--- config.mk ---
export PLATFORM = sky130hd
export DESIGN_NAME = mem_arbiter_n
export DESIGN_NICKNAME = d
export VERILOG_FILES = /design/src/rtl/mem_arb_pkg.sv /design/src/rtl/port_read_tracker.sv /design/src/rtl/mem_arbiter_n.sv
export SDC_FILE = /design/constraint.sdc
export NUM_CORES = 1
export LEC_CHECK = 0
export BUFFER_PORTS_ARGS = -buffer_cell sky130_fd_sc_hd__buf_2
export CORE_AREA = 2 2 145 147
export DETAILED_ROUTE_END_ITERATION = 10
export DIE_AREA = 0 0 147 149
export GPL_ROUTABILITY_DRIVEN = 0
export GPL_TIMING_DRIVEN = 0
export HOLD_SLACK_MARGIN = 0.02
export PLACE_DENSITY = 0.71
export SETUP_SLACK_MARGIN = 0.4
export SYNTH_ARGS = -nofsm -noshare
export SYNTH_HDL_FRONTEND = slang
export SYNTH_HIERARCHICAL = 1
export SYNTH_SLANG_ARGS = --single-unit
--- constraint.sdc ---
create_clock -name clk -period 7.1 [get_ports clk]
set_clock_uncertainty 0.1 [all_clocks]
set_input_delay 1.065 -clock clk [delete_from_list [all_inputs] [get_ports clk]]
set_output_delay 1.065 -clock clk [all_outputs]
set_load 0.005 [all_outputs]
--- src/rtl/mem_arb_pkg.sv ---
// Shared types and widths for the N-port memory arbiter and its per-port trackers.
package mem_arb_pkg;

  typedef enum logic {ARB_RR, ARB_FIXED} arb_mode_t;

  localparam int MEM_ADDR_W = 30;
  localparam int MEM_RLEN_W = 5;
  localparam int MEM_DATA_W = 32;
  localparam int MEM_WBE_W  = 4;

endpackage

--- src/rtl/port_read_tracker.sv ---
// Per-port outstanding read-word counter: eligibility against the word budget,
// increment on an acked read, decrement on each response beat, underflow detect.
module port_read_tracker
  import mem_arb_pkg::*;
#(
  parameter int MAX_WORDS = 32,
  parameter int CNT_W     = $clog2(MAX_WORDS + 1)
) (
  input  logic                  clk,
  input  logic                  rst,
  input  logic                  req,
  input  logic                  is_read,
  input  logic [MEM_RLEN_W-1:0] rlen,
  input  logic                  issue,
  input  logic                  beat,
  output logic                  eligible,
  output logic                  underflow,
  output logic [CNT_W-1:0]      pending
);

  localparam logic [CNT_W:0] ONE   = (CNT_W + 1)'(1);
  localparam logic [CNT_W:0] MAX_C = (CNT_W + 1)'(MAX_WORDS);

  logic [CNT_W:0] burst;
  logic [CNT_W:0] need;
  logic [CNT_W:0] next_cnt;

  assign burst = (CNT_W + 1)'(rlen) + ONE;
  assign need  = {1'b0, pending} + burst;

  // rmw is counted like a read, so it is budget-checked like one too.
  assign eligible  = req & (~is_read | (need <= MAX_C));
  assign underflow = beat & (pending == '0);

  // A beat against an empty counter holds it at zero; the top flags err.
  assign next_cnt = {1'b0, pending} + (issue ? burst : '0)
                  - ((beat && pending != '0) ? ONE : '0);

  always_ff @(posedge clk or negedge rst) begin
    if (!rst) begin
      pending <= '0;
    end else if (issue || beat) begin
      pending <= CNT_W'(next_cnt);
    end
  end

endmodule

--- src/rtl/mem_arbiter_n.sv ---
// N-port memory arbiter: round-robin or fixed priority, grant locked until mem_ack,
// per-port read-word budgets, responses routed by mem_rid. Handshake: a port holds
// req (and its addr/rlen/rnw/rmw) until the cycle ack[p]=1; ack is combinational.
module mem_arbiter_n
  import mem_arb_pkg::*;
#(
  parameter int        NUM_PORTS = 4,
  parameter int        ID_W      = (NUM_PORTS > 1) ? $clog2(NUM_PORTS) : 1,
  parameter arb_mode_t ARB_MODE  = ARB_RR,
  parameter int        MAX_WORDS = 32
) (
  input  logic                                   clk,
  input  logic                                   rst,
  input  logic [NUM_PORTS-1:0]                   req,
  input  logic [NUM_PORTS-1:0][MEM_ADDR_W-1:0]   addr,
  input  logic [NUM_PORTS-1:0][MEM_RLEN_W-1:0]   rlen,
  input  logic [NUM_PORTS-1:0]                   rnw,
  input  logic [NUM_PORTS-1:0]                   rmw,
  output logic [NUM_PORTS-1:0]                   ack,
  output logic [NUM_PORTS-1:0]                   rvalid,
  output logic [MEM_DATA_W-1:0]                  rdata,
  input  logic [MEM_WBE_W-1:0]                   wbe,
  input  logic [MEM_DATA_W-1:0]                  wdata,
  output logic                                   mem_request,
  output logic [MEM_ADDR_W-1:0]                  mem_addr,
  output logic [MEM_RLEN_W-1:0]                  mem_rlen,
  output logic                                   mem_rnw,
  output logic                                   mem_rmw,
  output logic [ID_W-1:0]                        mem_id,
  output logic [MEM_WBE_W-1:0]                   mem_wbe,
  output logic [MEM_DATA_W-1:0]                  mem_wdata,
  input  logic                                   mem_ack,
  input  logic                                   mem_rvalid,
  input  logic [ID_W-1:0]                        mem_rid,
  input  logic [MEM_DATA_W-1:0]                  mem_rdata,
  output logic                                   err,
  output logic                                   dbg_locked,
  output logic [ID_W-1:0]                        dbg_ptr,
  output logic [NUM_PORTS-1:0][$clog2(MAX_WORDS+1)-1:0] dbg_pending
);

  localparam int CNT_W = $clog2(MAX_WORDS + 1);

  logic [NUM_PORTS-1:0] eligible;
  logic [NUM_PORTS-1:0] underflow;
  logic                 locked;
  logic [ID_W-1:0]      lock_sel;
  logic [ID_W-1:0]      ptr;
  logic [ID_W-1:0]      pick;
  logic [ID_W-1:0]      sel;
  logic                 found;
  logic                 grant;
  logic                 rid_ok;

  // Search order starts at ptr for round-robin and at 0 for fixed priority.
  always_comb begin
    int idx;
    idx   = 0;
    pick  = '0;
    found = 1'b0;
    for (int i = 0; i < NUM_PORTS; i++) begin
      idx = (ARB_MODE == ARB_RR) ? int'(ptr) + i : i;
      if (idx >= NUM_PORTS) idx = idx - NUM_PORTS;
      if (!found && eligible[idx]) begin
        found = 1'b1;
        pick  = ID_W'(idx);
      end
    end
  end

  assign sel         = locked ? lock_sel : pick;
  assign mem_request = locked | found;
  assign grant       = mem_request & mem_ack;

  assign mem_addr  = addr[sel];
  assign mem_rlen  = rlen[sel];
  assign mem_rnw   = rnw[sel];
  assign mem_rmw   = rmw[sel];
  assign mem_id    = sel;
  assign mem_wbe   = wbe;
  assign mem_wdata = wdata;
  assign rdata     = mem_rdata;

  always_comb begin
    ack = '0;
    if (grant) ack[sel] = 1'b1;
  end

  assign rid_ok = int'(mem_rid) < NUM_PORTS;

  for (genvar p = 0; p < NUM_PORTS; p++) begin : g_port
    logic beat;
    assign beat      = mem_rvalid & rid_ok & (mem_rid == ID_W'(p));
    assign rvalid[p] = beat;

    port_read_tracker #(
      .MAX_WORDS(MAX_WORDS),
      .CNT_W    (CNT_W)
    ) u_tracker (
      .clk      (clk),
      .rst      (rst),
      .req      (req[p]),
      .is_read  (rnw[p] | rmw[p]),
      .rlen     (rlen[p]),
      .issue    (ack[p] & (rnw[p] | rmw[p])),
      .beat     (beat),
      .eligible (eligible[p]),
      .underflow(underflow[p]),
      .pending  (dbg_pending[p])
    );
  end

  always_ff @(posedge clk or negedge rst) begin
    if (!rst) begin
      locked   <= 1'b0;
      lock_sel <= '0;
      ptr      <= '0;
      err      <= 1'b0;
    end else begin
      if (mem_request && !mem_ack) begin
        locked   <= 1'b1;
        lock_sel <= sel;
      end else if (grant) begin
        locked <= 1'b0;
      end
      if (grant && ARB_MODE == ARB_RR) begin
        ptr <= (int'(sel) + 1 >= NUM_PORTS) ? '0 : sel + ID_W'(1);
      end
      if ((mem_rvalid && !rid_ok) || (|underflow)) begin
        err <= 1'b1;
      end
    end
  end

  assign dbg_locked = locked;
  assign dbg_ptr    = ptr;

endmodule

== Word level (Yosys, flattened, before mapping) ==
Cells that the tools add are included.
W data, S select, Z words.
Operators by class
  bitwise gates (word level): 30
  equal/unequal tests: 3
  add/sub/neg operators: 25
  order comparisons: 15
  reduce and logical (&&, ||, !) cells: 28
  muxes and demuxes: 47
Operator list (number)
  $lt A32 B4 Y1 const B: 4
  $mux W32: 4
  $bmux W30 S2: 1
  $mux W30: 1
  $add A6 B7 Y7: 4
  $le A7 B6 Y1 const B: 4
  $add A5 B1 Y6 const B: 4
  $add A6 B6 Y6: 4
  $logic_not A6 Y1: 4
  $mux W6: 4
  $reduce_bool A6 Y1: 4
  $sub A6 B6 Y6: 4
  $mux W1: 21
  $and A1 B1 Y1: 17
  $bmux W1 S2: 6
  $ge A3 B3 Y1 const B: 4
  $mux W2: 6
  $sub A3 B3 Y4 const B: 3
  $bmux W5 S2: 1
  $logic_and A1 B1 Y1: 9
  $or A1 B1 Y1: 9
  $add A2 B1 Y3 const B: 2
  $add A2 B2 Y3 const B: 2
  $mux W5: 1
  15 further kinds: 25
Word-level totals
  bits of input ports: 226
  register bits after elaboration: 30
  word-level logic and storage cells: 156

== Logic depth before layout (Yosys ltp) ==
Gate-level depths: netlist of run 1.
  depth in word-level cells: 28
  gate-level depth with buffers: 27
  mapped depth without buffers: 26

== By module ==
Netlist of run 1, hierarchy kept.
Modules (own cells, without submodules)
  port_read_tracker (g_port[1].u_tracker ...): cells an instance 118, area an instance 900.9 um^2, instances 3
  mem_arbiter_n: cells an instance 266, area an instance 2356.0 um^2, instances 1
  port_read_tracker (g_port[0].u_tracker): cells an instance 114, area an instance 903.4 um^2, instances 1

== Worst setup path after synthesis of run 1 ==
No wires, ideal clock.
  kind: input-to-reg
  start: input port rlen[5] (netlist bit)
  end: register g_port[1].u_tracker.pending[5]
  arrival: 5.932 ns
  path slack: 0.948 ns
  cell stages on the path: 22
  setup time: 0.120 ns
  path through: ha_1 inv_1 fa_1 nand2b_1 a211oi_1 o221ai_1 o221ai_1 a21bo_2 a32oi_1 o221ai_1 buf_4 buf_4 nor4b_1 nand2_1 ha_1 inv_1 ha_1 a211oi_1 o21a_1 a211o_1 a31oi_1 a31o_2
Between the ends
  cells in the longest elaborated chain, start to end: 28
  elaborated cells on any way between the ends: 45
  classes of those cells: 4 x add/sub; 3 x order compare; 25 x mux; 5 x bitwise; 8 x reduce/logical
Ends and longest elaborated chain
  start: declaration: RTL line mem_arbiter_n.sv:16  | input logic [NUM_PORTS-1:0][MEM_RLEN_W-1:0] rlen,
  $add A5 B1 Y6 (*): RTL line port_read_tracker.sv:28  | assign burst = (CNT_W + 1)'(rlen) + ONE;
  $add A6 B7 Y7 (*): RTL line port_read_tracker.sv:29  | assign need = {1'b0, pending} + burst;
  $le A7 B6 Y1 (*): RTL line port_read_tracker.sv:32  | assign eligible = req & (~is_read | (need <= MAX_C));
  $or A1 B1 Y1 (*): RTL line port_read_tracker.sv:32
  $and A1 B1 Y1 (*): RTL line port_read_tracker.sv:32
  via eligible[1]: RTL line mem_arbiter_n.sv:44  | logic [NUM_PORTS-1:0] eligible;
  $bmux W1 S2: RTL line mem_arbiter_n.sv:64  | if (!found && eligible[idx]) begin
  $mux W1 (implied by the code) (2 in series): RTL line mem_arbiter_n.sv:64
  (+12 left out)
  $logic_and A1 B1 Y1 (implied by the code): RTL line mem_arbiter_n.sv:86  | if (grant) ack[sel] = 1'b1;
  $mux W1 (implied by the code): RTL line mem_arbiter_n.sv:86
  $demux W1 S2: RTL line mem_arbiter_n.sv:86
  $mux W4 (*): RTL line mem_arbiter_n.sv:86
  $and A1 B1 Y1 (*): RTL line mem_arbiter_n.sv:105  | .issue (ack[p] & (rnw[p] | rmw[p])),
  $mux W6: RTL line port_read_tracker.sv:36  | assign next_cnt = {1'b0, pending} + (issue ? burst : '0)
  $add A6 B6 Y6: RTL line port_read_tracker.sv:36
  $sub A6 B6 Y6: RTL line port_read_tracker.sv:37  | - ((beat && pending != '0) ? ONE : '0);
  end signal: assignment: RTL line port_read_tracker.sv:43  | pending <= CNT_W'(next_cnt);
  end: declaration: RTL line port_read_tracker.sv:18  | output logic [CNT_W-1:0] pending
The timed path passes the listed nets; every way through them passes the cells marked *. The select of a mux whose other input is x is not followed.
A chain may end at the register's enable or synchronous reset.

== Worst setup path in the final report of run 1 ==
  start: input port rlen[5] (netlist bit)
  end: register g_port[3].u_tracker.pending[5]
Between the ends
  cells in the longest elaborated chain, start to end: 28
  elaborated cells on any way between the ends: 45
  classes of those cells: 4 x add/sub; 3 x order compare; 25 x mux; 5 x bitwise; 8 x reduce/logical
Ends and longest elaborated chain (RTL line)
  $add A5 B1 Y6 (*): port_read_tracker.sv:28
  $add A6 B7 Y7 (*): port_read_tracker.sv:29
  $le A7 B6 Y1 (*): port_read_tracker.sv:32
  $or A1 B1 Y1 (*): port_read_tracker.sv:32
  $and A1 B1 Y1 (*): port_read_tracker.sv:32
  via eligible[1]: mem_arbiter_n.sv:44
  $bmux W1 S2: mem_arbiter_n.sv:64
  $mux W1 (implied by the code) (2 in series): mem_arbiter_n.sv:64
  (+12 left out)
  $logic_and A1 B1 Y1 (implied by the code): mem_arbiter_n.sv:86
  $mux W1 (implied by the code): mem_arbiter_n.sv:86
  $demux W1 S2: mem_arbiter_n.sv:86
  $mux W4 (*): mem_arbiter_n.sv:86
  $and A1 B1 Y1 (*): mem_arbiter_n.sv:105
  $mux W6: port_read_tracker.sv:36
  $add A6 B6 Y6: port_read_tracker.sv:36
  $sub A6 B6 Y6: port_read_tracker.sv:37
  end signal: assignment: port_read_tracker.sv:43
  end: declaration: port_read_tracker.sv:18
Marked as above.

==> results of run 1 <==
final timing paths:
| kind | from | to | slack (ns) | cells past startpoint |
|---|---|---|---|---|
| setup reg to reg | g_port[1].u_tracker/pending[0] | g_port[3].u_tracker/pending[5] | 1.39 | 25 |
| hold reg to reg | err | err | 0.36 | 2 |
| min in group asynchronous | rst | g_port[3].u_tracker/pending[1] | 0.76 | 1 |
| hold / removal | err | err | 0.36 | 2 |
| max in group asynchronous | rst | dbg_ptr[0] | 5.63 | 1 |
| setup / recovery | rlen[5] | g_port[3].u_tracker/pending[5] | 0.73 | 26 |
Yosys cell counts (13+ instances only):
library cell / count
nand2b_1: 14
nor2_1: 61
nand3_1: 13
dfrtp_1: 30
inv_1: 83
a211oi_1: 15
ha_1: 69
nand2_1: 39
xor2_1: 14
a21oi_1: 17
mux2i_1: 117
o21ai_0: 32
buf_4: 81
metal layers:
| metal | vias up | global-route usage [%] |
|---|---|---|
| met1 | 2879 | 20.33 |
| li1 | 3108 | - |
| met2 | 246 | 34.77 |
| met4 | 0 | 5.769 |
| met3 | 26 | 2.630 |
| met5 | - | 0 |
cells by family after synthesis:
| family | after synthesis | synth area share, % |
|---|---|---|
| AOI/OAI and AO/OA | 120 | 13.52 |
| and+or+nand+nor | 182 | 15.19 |
| adders and majority gates | 77 | 17.17 |
| DFF | 30 | 12.59 |
| xor gates and xnor gates | 26 | 3.820 |
| buffers and inverters | 176 | 16.75 |
| muxes | 123 | 20.97 |
final cells by class:
cell class	instances	area, µm²
buffer	91	679.4
clock buffer	7	142.6
clock inverter	1	5.005
fill	2083	12470
inverter	85	319.1
multi-input combinational	528	4315
sequential	30	750.7
tap	275	344.1
timing repair buffer	304	1529
flip-flops by register name, summed over array words and instances (netlist names):
register and count:
g_port.u_tracker/pending 24, dbg_ptr 2, dbg_locked 1, lock_sel 2, err 1
critical path, stage by stage:
cell	delay, ns
buf_2	0.15
ha_1	0.33
inv_1	0.06
fa_1	0.43
nand2b_1	0.20
a211oi_2	0.26
o221ai_1	0.22
o221ai_4	0.29
a21bo_2	0.26
a32oi_1	0.17
o221ai_1	0.15
buf_4	0.19
buf_4	0.20
inv_1	0.07
ha_1	0.20
inv_1	0.11
nor3b_4	0.36
nand2_1	0.10
ha_1	0.28
inv_1	0.06
ha_1	0.30
a211oi_1	0.28
o21a_1	0.22
a211o_1	0.13
a31oi_1	0.08
a31o_2	0.23
power by group:
part           internal [mW]  leakage (nW)  switching (mW)  total (mW)
Clock                  0.139        0.0739          0.0816       0.221
Combinational           1.43          3.99            1.71        3.13
Sequential             0.258         0.364           0.111       0.369
repair_timing:
item / CTS / global route
hold endpoints to repair: 0 / 0
setup endpoints to repair: 7 / 7
setup buffers: 0 / 3
gates resized for setup: 5 / 9
pin swaps: 0 / 2
==> flow_summary.toml, run 1 <==
[final_layout]
fin_cells = 1321
antennaDiodeCount = 0
layout_commonest_cell = "buf_2"
final_layout_size_suffix_gt1_share_pct = 41.49
final_area_um2 = 8085
area_growth_pct = 35.61
final_util_pct = 39.33
final_nets = 1348
most-common-layout-cells = "buf_2, mux2i_1, buf_4"

[sta]
hold_viol_final = 0
holdWs_ns = 0.3628
tightestPinTransition_ns = 0.8113
slew_viol_final = 0
setup_slack_ns = 0.7266
setup_viol = 0
setup_tns_ns = 0
slew_headroom_pct = 45.79
rsz0062_at_grt = "true"
clock.fmax_mhz = 156.9
min_period_ns = 6.373
finalCritPeriodShare_pct = 89.77

[floorplan]
core_um2 = 20560
start_util_pct = 29.00
die_area_um2 = 21900
die_w_um = 147
die_h_um = 149
rows = 53
num_io_pins = 370

[routing]
top_layer = "met4"
vias = 6259
met1_length_um = 8297
wl_met3_um = 1413
wl_um = 21120
drt-pass1-iter-count = 5
drtIter0Drc = 209
routedWlPerCell_um = 15.99
via_per_inst = 4.738
antenna_left = 0
drc = 0
met2_length_um = 10890

[clock_tree]
clockBufferDepth = 2
clk_latency_ns = 0.28
htree_levels = 2
tritoncts.num_buffers = 5
cts_tree = "built"
cts.sinks = 30
clockRootBuffer = "clkbuf_16"
hold_buffers = 0
clkSlewWorstSetupHoldPaths_ns = 0.06

[global_route]
grt_pass1_vias = 5958
antenna_found_initial = 0
grt_max_degree = 31
grt_remaining_overflow = 0
track_usage_pct = 18.02
grt_pass1_wl_um = 30890

[worst_setup_path]
cp.required_ns = 7.17
worstSetupStartpointType = "input port"
cp-end-kind = "register"
worst_ep_arrival_time_ns = 6.44
criticalPathCategory = "input port to register"
path_max_fanout = 10

[place]
io_buffers = 301
post-place-ws_ns = -0.3499
place_inst = 1310
dpl_cell_area_um2 = 7819
hpwl_um = 18020

[logic_synthesis]
synth_edf_count = 0
yosysUniqueCellTypes = 54
yosysWarnings = 6
async_flop_share_pct = 100.0
yosysTopAreaCellShare_pct = 19.64
synth_fp_nets = 1037
synth_ff_type = "dfrtp_1"
synth_top_area_cell = "mux2i_1"
yosysSeqAreaShare_pct = 12.59
syn_area_um2 = 5962
ys_seq_elements = 30
synthCells = 734
syn_avg_cell_area_um2 = 8.123
synth_area_leaders = "mux2i_1, ha_1, dfrtp_1, buf_4, inv_1"

[min_path]
holdCritPathClass = "register to register"

[power_and_ir_drop]
p_total_mw = 3.723
power_density_nw_per_um2 = 460.4
power.leakage_nw = 4.432
ir_drop_mv = 0.2027

[outcome]
status = "finished clean"

[run]
drv_cap = 0
Power figures use the tool's default switching activity.
==> run 2: changes to the inputs <==
CORE_AREA = 3 3 142 144   (was 2 2 145 147)
DIE_AREA = 0 0 145 147   (was 0 0 147 149)
PLACE_DENSITY = 0.73   (was 0.71)
==> run 2 against run 1 <==
First-iteration DRC count grew 26%. Die area shrank 2.7%. Via count shrank 0.62%. Sequential power is essentially flat. Power shrank 1.5%. Fmax shrank 1.5%. Hold slack gained 0.015 ns.
==> flow_summary.toml, run 2 (synthesized netlist as in run 1, its figures left out) <==
[outcome]
status = "finished clean"

[power_and_ir_drop]
power.leakage_nw = 4.442
ir_drop_mv = 0.1675
power_density_nw_per_um2 = 455.9

[final_layout]
registers.top_by_ff_count = "g_port.u_tracker/pending"
layout_commonest_cell = "buf_2"
most-common-layout-cells = "buf_2, mux2i_1, buf_4"
final_layout_size_suffix_gt1_share_pct = 41.28
area_growth_pct = 34.96
antennaDiodeCount = 0
largest_reg_flops = 24
final_util_pct = 42.73
fin_cells = 1309
final_nets = 1351
nFillCells = 1920
final_area_um2 = 8046

[worst_setup_path]
slowest_stage = "fa_1"
criticalPathCategory = "input port to register"
worstSetupStartpointType = "input port"
worst_ep_arrival_time_ns = 6.54
cp-end-kind = "register"
max_stage_delay_ns = 0.42
cp.required_ns = 7.17
path_max_fanout = 10

[clock_tree]
cts.sinks = 30
htree_levels = 2
hold_buffers = 0
clk_latency_ns = 0.28
cts_tree = "built"
tritoncts.num_buffers = 5
clockBufferDepth = 2
clkSlewWorstSetupHoldPaths_ns = 0.05
clockRootBuffer = "clkbuf_16"

[global_route]
grt_pass1_wl_um = 32490
track_usage_pct = 18.71
grt_max_degree = 31
grt_remaining_overflow = 0
grt_pass1_vias = 6111
antenna_found_initial = 0

[routing]
top_layer = "met4"
drt-pass1-iter-count = 5
drc = 0
via_per_inst = 4.752
routedWlPerCell_um = 16.07
wl_met3_um = 1272
vias = 6220
met2_length_um = 10830
drtIter0Drc = 263
antenna_left = 0
met1_length_um = 8463
wl_um = 21040

[floorplan]
num_io_pins = 370
core_um2 = 18830
die_area_um2 = 21320
die_h_um = 147
die_w_um = 145
start_util_pct = 31.66
rows = 50

[sta]
setup_viol = 0
tightestPinTransition_ns = 0.8488
rsz0062_at_grt = "true"
setup_tns_ns = 0
min_period_ns = 6.472
slew_viol_final = 0
hold_viol_final = 0
finalCritPeriodShare_pct = 91.16
setup_slack_ns = 0.6279
slew_headroom_pct = 43.29
clock.fmax_mhz = 154.5

[place]
io_buffers = 301
hpwl_um = 18160
place_inst = 1295
post-place-ws_ns = -0.3753
dpl_cell_area_um2 = 7800

[min_path]
holdCritPathClass = "register to register"

[run]
drv_cap = 0
==> run 2: final timing paths <==
kind	start	end	slack, ns	depth (start not counted)
max in group asynchronous	rst	dbg_ptr[1]	5.60	1
max	rlen[15]	g_port[3].u_tracker/pending[5]	0.63	26
min in group asynchronous	rst	g_port[3].u_tracker/pending[2]	0.78	1
max reg2reg	g_port[1].u_tracker/pending[0]	g_port[3].u_tracker/pending[5]	1.33	25
min reg2reg	err	err	0.38	2
min	err	err	0.38	2
==> run 2: final cells by class <==
| type | instances | area, µm² | area share, % |
|---|---|---|---|
| Inverter | 85 | 319.1 | 3.965 |
| Timing Repair Buffer | 307 | 1551 | 19.28 |
| Sequential cell | 30 | 750.7 | 9.330 |
| Multi-Input combinational cell | 528 | 4273 | 53.10 |
| Buffer | 91 | 679.4 | 8.443 |
| Tap cell | 260 | 325.3 | 4.043 |
| Clock buffer | 7 | 142.6 | 1.773 |
| Clock inverter | 1 | 5.005 | 0.06220 |
==> run 2: power by group <==
group / switching, mW / internal [mW]
logic: 1.65 / 1.42
clock network: 0.0808 / 0.139
registers: 0.113 / 0.258
==> run 2: timing repair <==
| action | in CTS | in global routing |
|---|---|---|
| gates cloned | 0 | 0 |
| gates resized for setup | 4 | 4 |
| setup buffers | 0 | 6 |
| endpoints found under the setup margin | 8 | 6 |
| pin swaps | 0 | 2 |
==> run 2: through the flow <==
step / hold slack, ns / power, mW
5_1_grt: 0.4184 / 4.062
3_5_place_dp: 0.3685 / 3.437
3_3_place_gp: 0.3419 / 3.380
4_1_cts: 0.3820 / 3.701
6_report: 0.3779 / 3.668
2_1_floorplan: 0.3506 / 2.459
==> run 2: routing by layer <==
layer	track usage (%)	vias to the layer above
li1	-	3116
met1	21.44	2837
met2	35.05	241
met3	3.609	26
met4	5.938	0
met5	0	-
==> run 2: worst max-delay path: cells and delay by family <==
family / cells / cell delay, ns
fa+ha+maj: 5 / 1.49
compound gates: 10 / 2.29
simple gates: 4 / 0.86
buf+inv: 7 / 0.80
